File: src/rtl/mod_m_updown_counter_if.sv
// Bundles the control, data and status signals of one mod-M up/down
// counter so a counter can be handed around as a single port.
//
// Signals (direction as seen by the counter, i.e. the slave modport):
//   modM_i   in   N   runtime modulus M, count range 0..M-1
//   en_i     in   1   count enable
//   up_i     in   1   1 counts up, 0 counts down
//   clr_i    in   1   synchronous clear
//   load_i   in   1   synchronous parallel load
//   d_i      in   N   load value
//   q_o      out  N   current count (registered)
//   tc_o     out  1   terminal count / carry-out (combinational)
//   wraps_o  out  W   saturating count of wrap events (registered)
//
// The master modport is for whoever drives the counter: a controller,
// an upstream stage or a testbench.
interface mod_m_updown_counter_if #(
    parameter int N = 8,
    parameter int W = 4
);
    logic [N-1:0] modM_i;
    logic         en_i;
    logic         up_i;
    logic         clr_i;
    logic         load_i;
    logic [N-1:0] d_i;
    logic [N-1:0] q_o;
    logic         tc_o;
    logic [W-1:0] wraps_o;

    modport master (
        output modM_i, en_i, up_i, clr_i, load_i, d_i,
        input  q_o, tc_o, wraps_o
    );

    modport slave (
        input  modM_i, en_i, up_i, clr_i, load_i, d_i,
        output q_o, tc_o, wraps_o
    );
endinterface

File: src/rtl/mod_m_updown_counter.sv
// Runtime-programmable mod-M up/down counter. It supports parallel load,
// synchronous clear, count enable, optional saturation (SAT=1) in place of
// wrapping, and a combinational cascade carry (tc). When counters are
// chained, the tc of one instance drives the en of the next.
//
// Parameters:
//   N    width of the count, modulus and load value
//   W    width of the saturating wrap-event counter
//   SAT  0 wraps at the range boundaries, 1 parks at them
//
// Ports:
//   clk    rising-edge clock
//   reset  asynchronous, active-high; clears q and wraps immediately
//   bus    slave side of mod_m_updown_counter_if (modulus, enable,
//          direction, clear, load, load value, count, tc, wraps)
module mod_m_updown_counter #(
    parameter int N   = 8,
    parameter int W   = 4,
    parameter int SAT = 0
) (
    input  logic                        clk,
    input  logic                        reset,
    mod_m_updown_counter_if.slave       bus
);

    localparam bit SatMode = (SAT != 0);

    logic [N-1:0] countQ;
    logic [N-1:0] countD;
    logic [W-1:0] wrapsQ;
    logic [W-1:0] wrapsD;

    logic [N-1:0] lastVal;
    logic [N-1:0] loadVal;
    logic         degenerate;
    logic         inRange;
    logic         atTop;
    logic         atBottom;
    logic         tcInt;
    logic         wrapEvent;

    // M-1 is only meaningful when M>=2; on the degenerate path it is never
    // used, so the underflow of 0-1 or 1-1 is harmless.
    assign lastVal    = bus.modM_i - N'(1);
    assign degenerate = (bus.modM_i < N'(2));
    assign inRange    = (countQ < bus.modM_i);
    assign atTop      = (countQ == lastVal);
    assign atBottom   = (countQ == '0);

    // A load value outside the range is clamped to the top of the range.
    assign loadVal = (bus.d_i < bus.modM_i) ? bus.d_i : lastVal;

    // Carry-out. With M<2 every enabled edge counts as a full cycle, so tc
    // simply follows en. Otherwise tc is raised only when the next enabled
    // edge would cross a boundary and nothing of higher priority (clear,
    // load, out-of-range fix) will take that edge instead. Reading only
    // registered q and the inputs keeps tc free of loops back into q.
    always_comb begin
        tcInt = 1'b0;
        if (degenerate) begin
            tcInt = bus.en_i;
        end else if (bus.en_i && !bus.clr_i && !bus.load_i && inRange) begin
            tcInt = bus.up_i ? atTop : atBottom;
        end
    end

    // Next count. Priority is clear, then load, then pulling a stale count
    // back into range (after mod_m shrinks), then counting. Boundary cases
    // are handled before the +1/-1 so neither can overflow.
    always_comb begin
        countD = countQ;
        if (degenerate) begin
            countD = '0;
        end else if (bus.clr_i) begin
            countD = '0;
        end else if (bus.load_i) begin
            countD = loadVal;
        end else if (!inRange) begin
            countD = '0;
        end else if (bus.en_i) begin
            if (bus.up_i) begin
                if (atTop) begin
                    countD = SatMode ? countQ : '0;
                end else begin
                    countD = countQ + N'(1);
                end
            end else begin
                if (atBottom) begin
                    countD = SatMode ? countQ : lastVal;
                end else begin
                    countD = countQ - N'(1);
                end
            end
        end
    end

    // A wrap happens exactly on the edges where tc is high, and never in
    // saturating mode. The event counter sticks at all-ones.
    assign wrapEvent = tcInt && !SatMode;

    always_comb begin
        wrapsD = wrapsQ;
        if (wrapEvent && (wrapsQ != '1)) begin
            wrapsD = wrapsQ + W'(1);
        end
    end

    // State registers, cleared asynchronously.
    always_ff @(posedge clk or posedge reset) begin
        if (reset) begin
            countQ <= '0;
            wrapsQ <= '0;
        end else begin
            countQ <= countD;
            wrapsQ <= wrapsD;
        end
    end

    assign bus.q_o     = countQ;
    assign bus.tc_o    = tcInt;
    assign bus.wraps_o = wrapsQ;

endmodule

File: src/flat_wrapper.sv
// flat-port wrapper written by rule: the top's interface ports become plain ports
module mod_m_updown_counter_flat 
#(
    parameter int N   = 8,
    parameter int W   = 4,
    parameter int SAT = 0
)
  (clk, reset, bus_modM_i, bus_en_i, bus_up_i, bus_clr_i, bus_load_i, bus_d_i, bus_q_o, bus_tc_o, bus_wraps_o);
  mod_m_updown_counter_if #(.N(N), .W(W)) bus_i ();
  input  logic clk;
  input  logic reset;
  input wire logic [$bits(bus_i.modM_i)-1:0] bus_modM_i;
  input wire logic [$bits(bus_i.en_i)-1:0] bus_en_i;
  input wire logic [$bits(bus_i.up_i)-1:0] bus_up_i;
  input wire logic [$bits(bus_i.clr_i)-1:0] bus_clr_i;
  input wire logic [$bits(bus_i.load_i)-1:0] bus_load_i;
  input wire logic [$bits(bus_i.d_i)-1:0] bus_d_i;
  output wire logic [$bits(bus_i.q_o)-1:0] bus_q_o;
  output wire logic [$bits(bus_i.tc_o)-1:0] bus_tc_o;
  output wire logic [$bits(bus_i.wraps_o)-1:0] bus_wraps_o;
  assign bus_i.modM_i = bus_modM_i;
  assign bus_i.en_i = bus_en_i;
  assign bus_i.up_i = bus_up_i;
  assign bus_i.clr_i = bus_clr_i;
  assign bus_i.load_i = bus_load_i;
  assign bus_i.d_i = bus_d_i;
  assign bus_q_o = bus_i.q_o;
  assign bus_tc_o = bus_i.tc_o;
  assign bus_wraps_o = bus_i.wraps_o;
  mod_m_updown_counter #(.N(N), .W(W), .SAT(SAT)) u_core (.clk(clk), .reset(reset), .bus(bus_i));
endmodule
File: config.mk
export PLATFORM = sky130hd
export DESIGN_NAME = mod_m_updown_counter_flat
export DESIGN_NICKNAME = d
export VERILOG_FILES = /design/src/rtl/mod_m_updown_counter_if.sv /design/src/rtl/mod_m_updown_counter.sv /design/src/flat_wrapper.sv
export SDC_FILE = /design/constraint.sdc
export NUM_CORES = 1
export LEC_CHECK = 0
export CELL_PAD_IN_SITES_DETAIL_PLACEMENT = 0
export CELL_PAD_IN_SITES_GLOBAL_PLACEMENT = 1
export CORE_MARGIN = 2
export CORE_UTILIZATION = 39
export CTS_BUF_LIST = sky130_fd_sc_hd__clkbuf_4 sky130_fd_sc_hd__clkbuf_8 sky130_fd_sc_hd__clkbuf_16
export DETAILED_ROUTE_END_ITERATION = 6
export PLACE_DENSITY = 0.78
export SKIP_LAST_GASP = 1
export SYNTH_ARGS = -nofsm -noshare
export SYNTH_HDL_FRONTEND = slang
export SYNTH_SLANG_ARGS = --single-unit
File: constraint.sdc
create_clock -name clk -period 3.75 [get_ports clk]
set_clock_uncertainty 0.2 [all_clocks]
set_input_delay 0.9375 -clock clk [delete_from_list [all_inputs] [get_ports clk]]
set_output_delay 0.9375 -clock clk [all_outputs]
set_load 0.1 [all_outputs]
==> summary.md, run 1 <==
| Metric | Value |
|---|---|
| Outcome | finished clean |
| Normalized max-slew margin | 0.6414 |
| Post-Syn Nets | 257 |
| Delay-heaviest family, CP | simple AND/OR/NAND/NOR gates |
| Final WS setup | 0.03860 ns |
| Fill cells | 389 |
| Fmax | 0.2694 GHz |
| CP most frequent cell | nor2_4 |
| Die height | 71.28 um |
| Minimum clock period | 3.711 ns |
| WL/cell | 17.13 um |
| GRT Util Overall | 0.2354 |
| Share of the yosys chip area belonging to registers | 0.1701 |
| IO Port Bufs | 34 |
| Crit start category | input port |
| Post-Syn Area per Cell | 8.211 um2 |
| Core ar. | 4354 um2 |
| Prevailing post-synth register cell | dfrtp_1 |
| Multi-input gate area | 1500 um2 |
| CTS root buf | clkbuf_8 |
| Final wirelength | 5892 um |
| Warnings, synthesis | 0 |
| Routed vias/inst | 5.718 |
| First-pass GRT wire length | 9239 um |
| Layout cells sized above 1 | 0.3801 |
| CTS tree | built |
| Worst flop-to-flop path startpoint | u_core.bus.q_o[0] |
| Worst path slowest cell | or4_4 |
| Final setup viols | 0 |
| Vias in the first global route | 1,831 |
| Max-slew violation count | 0 |
| DRC Markers | 0 |
| Yosys top cell area share | 0.1701 |
| CP Launch Point | bus_modM_i[6] |
| Die W | 71.28 um |
| Worst-path clk slew | 0.05 ns |
| RSZ-0062 raised after global routing | yes |
| Post-synth EDFFs | 0 |
| Mapped cell area | 1765 um2 |
| Pwr Total | 0.8751 mW |
| First drt pass iteration count | 4 |
| Layout area overhead | 51.45% |
| Yosys top cell by area | dfrtp_1 |
| Initial antenna violation count | 0 |
| Routability cong. | 0.8733 |
| N_diodes | 0 |
| Critical hold path startpoint | u_core.bus.wraps_o[3] |
| Initial DRC count | 97 |
| Post-DRT Antenna Nets | 0 |
| Reg area | 304.0 um2 |
| Kind of critical path | in2out |
| Largest net degree at the start of global routing | 13 |
| CTS sink count | 12 |
| List of most frequent post-synthesis cells | 20 x ha_1, 19 x nor2_1, 17 x inv_1, 14 x xnor2_1 |
| WP data arrival | 2.57 ns |
| Asr flop ratio synth | 1.000 |
| Critical Path Fanout Max | 2 |
| Placement Setup Slack | -0.5003 ns |
| CP required | 2.61 ns |
| Dpl hpwl | 4529 um |
| Crit path cell chain | buf_6, or4_4, nor2b_4, xnor3_2, nor2_4, a31oi_4, nor2_4, buf_12 |
| Least-Margin Pin Slew | 0.5374 ns |
| H-tree levels | 1 |
| Final hold slack | 0.3182 ns |
| Worst setup EP type | output port |
| Synthesized flop and latch total | 12 |
| Latest clock arrival within the worst-skew pair | 0.24 ns |
| Buf/Inv on CP | 2 |
| Final Hold Vio Count | 0 |
| Maxcap violations | 0 |
| Period Utilization, post-route | 0.9897 |
| Remaining Overflow, GRT | 0 |
| Synth area leaders | dfrtp_1 17%, ha_1 14%, xnor2_1 6.9% |
| Final net count | 335 |
| Initial cell density of the core | 0.4055 |
| Max incr delay on CP | 0.57 ns |
| HP Class | reg2reg |
| CTS Buf Count | 3 |
| Peak supply drop | 0.2395 mV |
| Rows | 24 |
| Via Count | 1,967 |
| Num ports | 35 |
| Mapped Cells | 215 |
| Lkg Pwr | 1.255 nW |
| Longest Clk Path Bufs | 2 |
| Count leader, synth | ha_1 |
| Post-synth cell types | 51 |
| Die ar. | 5081 um2 |
| PD cells | 327.3 nW/um2 |
[layer usage]
metal  GRT usage  up-vias  part of all wire
li1            -      938                 -
met1      0.3307      944              0.45
met2      0.3837       74              0.47
met3     0.04219       11             0.064
met4     0.04193        0             0.016
met5           0        -                 0
[cell type report]
| type | instances | area share |
|---|---|---|
| inverters | 17 | 0.02480 |
| well taps | 52 | 0.02433 |
| multi-input cells | 176 | 0.5611 |
| clock buffers | 4 | 0.02059 |
| repair buffers | 83 | 0.2555 |
| flip-flops and latches | 12 | 0.1137 |
[path summary, 6_finish.rpt]
| check | to | slack, ns | cells after the start |
|---|---|---|---|
| worst min-delay path | u_core.bus.wraps_o[3] | 0.32 | 1 |
| worst max register to register | u_core.bus.wraps_o[1] | 0.85 | 11 |
| worst max-delay path | bus_tc_o | 0.04 | 8 |
| min in group asynchronous | u_core.bus.q_o[3] | 0.83 | 2 |
| worst min register to register | u_core.bus.wraps_o[3] | 0.32 | 1 |
| max in group asynchronous | u_core.bus.q_o[5] | 2.13 | 2 |
[cells by family after synthesis]
group           share of synthesized area
xor+xnor                           0.1481
fa+ha+maj                          0.1417
compound gates                     0.2098
simple gates                       0.2126
buf+inv                           0.05953
flops                              0.1701
mux                               0.05812
[through the flow]
step	utilization	cells	instance area [um2]	setup TNS, ns
floorplan	-	215	1804	-0.06121
global placement	0.5635	330	2454	-0.4746
detailed placement	0.5635	330	2454	-0.5319
CTS	0.6103	341	2658	-0.06168
global route	0.6141	344	2674	-0.01858
finish	0.6141	344	2674	0
[state kept, by name (all words and copies together), names as in the netlist]
register and count:
u_core.bus.q_o 8, u_core.bus.wraps_o 4
[layout by cell type (no fill, tap or decap), types with 4 or more instances in the layout]
cell and count:
a21oi_1 9, buf_4 60, clkbuf_8 4, clkdlybuf4s50_1 13
dfrtp_1 9, ha_1 18, inv_1 14, mux2i_1 8
nand2_1 12, nand2b_1 4, nand3_1 9, nor2_1 16
nor3_1 9, o211ai_1 4, o21ai_0 9, o22ai_1 5
xnor2_1 13, xor2_1 4
[worst reg2reg max path, cell delays in order (launching register included)]
cell and delay (ns):
dfrtp_2 0.48, inv_1 0.17, ha_1 0.24, nor3b_2 0.32, nand3_1 0.19, nor3_1 0.19, a31o_2 0.21, a31oi_4 0.05
buf_4 0.14, buf_4 0.13, nor2_1 0.13, mux2_1 0.33
[where the power goes]
group	internal, mW	switching (mW)
sequential	0.148	0.0393
clock	0.0929	0.0519
combinational	0.213	0.329
total	0.454	0.421
[what timing repair did]
action	CTS	global route
hold endpoints to repair	0	0
resized for setup	35	19
setup buffers	7	4
hold buffers	0	0
setup endpoints to repair	1	1
pin swaps	9	9
Note: power is estimated with default switching activity, not from simulation.
==> run 2: changes to the inputs <==
--- a/constraint.sdc
+++ b/constraint.sdc
@@ -3,3 +3,3 @@
 set_input_delay 0.9375 -clock clk [delete_from_list [all_inputs] [get_ports clk]]
 set_output_delay 0.9375 -clock clk [all_outputs]
-set_load 0.1 [all_outputs]
+set_load 0.01 [all_outputs]
==> summary.md, run 2 (synthesis gave the netlist of run 1 again) <==
| Metric | Value |
|---|---|
| Outcome | finished clean |
| Peak supply drop | 0.2022 mV |
| Met3 GRT Util | 0.01969 |
| Crit path to | bus_tc_o |
| Routability cong. | 0.8425 |
| IO Port Bufs | 34 |
| Core ar. | 4354 um2 |
| Fin Setup TNS | 0 ns |
| Least-Margin Pin Slew | 0.5008 ns |
| CTS tree | built |
| Worst flop-to-flop path startpoint | u_core.bus.q_o[1] |
| GRT Util Overall | 0.2237 |
| N_diodes | 0 |
| Normalized max-slew margin | 0.6658 |
| Worst-path clk slew | 0.05 ns |
| Final setup viols | 0 |
| CTS root buf | clkbuf_8 |
| Vias in the first global route | 1,889 |
| Die height | 71.28 um |
| Final hold slack | 0.3171 ns |
| H-tree levels | 1 |
| WL/cell | 15.90 um |
| Minimum clock period | 3.686 ns |
| Period Utilization, post-route | 0.9831 |
| Most common cell after layout, fill and taps aside | buf_4 |
| Final core occ | 0.6345 |
| Post-DRT Antenna Nets | 0 |
| Final wirelength | 5565 um |
| Max incr delay on CP | 0.47 ns |
| Rows | 24 |
| Crit path cell chain | clkdlybuf4s15_1, or4_4, nor2b_4, xnor3_1, nor2_2, a31oi_4, nor2_1, buf_2 |
| Initial DRC count | 60 |
| Remaining Overflow, GRT | 0 |
| Finished Layout Cells | 350 |
| CP Launch Point | bus_modM_i[4] |
| Grt peak-use layer | met2 |
| Buf/Inv on CP | 2 |
| R2r endpoint | u_core.bus.wraps_o[1] |
| Most frequent cells in the layout | 52 x buf_4, 25 x clkdlybuf4s50_1, 16 x ha_1 |
| Die W | 71.28 um |
| Num ports | 35 |
| GR Layer Usage met2 | 0.3652 |
| Die ar. | 5081 um2 |
| Maxcap violations | 0 |
| CTS Hold Bufs | 0 |
| Latest clock arrival within the worst-skew pair | 0.24 ns |
| CTS Buf Count | 3 |
| Initial antenna violation count | 0 |
| Fmax | 0.2713 GHz |
| Worst path slowest cell | or4_4 |
| Initial cell density of the core | 0.4055 |
| HP Class | reg2reg |
| Max-slew violation count | 0 |
| Worst R2R Path Depth | 11 |
| Longest Clk Path Bufs | 2 |
| Met1 usage | 0.3038 |
| Routed vias/inst | 5.371 |
| Worst setup EP type | output port |
| Lkg Pwr | 1.277 nW |
| Stages on the worst setup path | 8 |
| Largest register FFs | 8 |
| CP required | 2.61 ns |
| DRC Markers | 0 |
| Largest net degree at the start of global routing | 14 |
| Final net count | 342 |
| Layout cells sized above 1 | 0.3389 |
| R2R setup slack | 0.92 ns |
| Dpl hpwl | 4357 um |
| Final Instance Area | 2763 um2 |
| Via Count | 1,880 |
| Delay-heaviest family, CP | simple AND/OR/NAND/NOR gates |
| Layout area overhead | 56.48% |
| WP data arrival | 2.55 ns |
| Crit start category | input port |
| Placed cell areas | 2487 um2 |
| First-pass GRT wire length | 9066 um |
| Critical Path Fanout Max | 3 |
| CTS sink count | 12 |
| First drt pass iteration count | 4 |
| Final Hold Vio Count | 0 |
| PD cells | 269.2 nW/um2 |
| Dpl cells | 337 |
| Kind of critical path | in2out |
run 2: changes by cell type in the layout (fill, tap and decap cells not counted), moves of 3 or more:
| cell | previous run | this run |
|---|---|---|
| buf_4 | 60 | 52 |
| clkdlybuf4s50_1 | 13 | 25 |
| dfrtp_1 | 9 | 12 |
| dfrtp_2 | 3 | 0 |
run 2: what timing repair did:
action / CTS / global route
gates resized for setup: 44 / 20
setup endpoints to repair: 1 / 1
hold endpoints to repair: 0 / 0
pin swaps: 9 / 11
setup buffers: 5 / 6
run 2: worst register-to-register path, stage by stage (launching register included):
cell     delay (ns)
dfrtp_1        0.49
inv_1          0.15
ha_1           0.21
nor3b_1        0.27
nand3_1        0.20
nor3_1         0.19
a31o_2         0.21
a31oi_4        0.04
buf_4          0.14
buf_4          0.13
nor2_1         0.16
mux2_1         0.34
run 2: final cells by class:
class | count | area [um2]
fillers | 361 | 1592
inverters | 17 | 63.81
repair buffers | 90 | 769.5
clock buffers | 3 | 41.29
multi-input cells | 176 | 1523
flip-flops and latches | 12 | 300.3
well taps | 52 | 65.06
run 2: report_power, final:
group | internal [mW] | switching (mW)
Clock | 0.0709 | 0.0493
Sequential | 0.148 | 0.0231
Combinational | 0.238 | 0.215
Total | 0.457 | 0.287
run 2: worst min-delay path by stage:
stage / from / endpoint / slack [ns] / cells past startpoint
2_1_floorplan: u_core.bus.wraps_o[3] / u_core.bus.wraps_o[3] / 0.33 / 1
3_3_place_gp: u_core.bus.wraps_o[3] / u_core.bus.wraps_o[3] / 0.31 / 1
3_5_place_dp: u_core.bus.wraps_o[0] / u_core.bus.wraps_o[0] / 0.31 / 1
4_1_cts: u_core.bus.wraps_o[0] / u_core.bus.wraps_o[0] / 0.32 / 1
5_1_grt: u_core.bus.wraps_o[0] / u_core.bus.wraps_o[0] / 0.34 / 1
6_report: u_core.bus.wraps_o[0] / u_core.bus.wraps_o[0] / 0.32 / 1
run 2: routing by layer:
| layer | up-vias | routed length (um) |
|---|---|---|
| li1 | 953 | - |
| met1 | 858 | 2635 |
| met2 | 58 | 2531 |
| met3 | 11 | 263 |
| met4 | 0 | 134 |
| met5 | - | 0 |
run 2: through the flow:
step | total power [mW] | setup slack, ns
CTS | 0.7209 | -0.04931
detailed placement | 0.5768 | -0.8226
floorplan | 0.3990 | 0.2052
global route | 0.8016 | -0.006610
global placement | 0.5752 | -0.7791
finish | 0.7437 | 0.06354
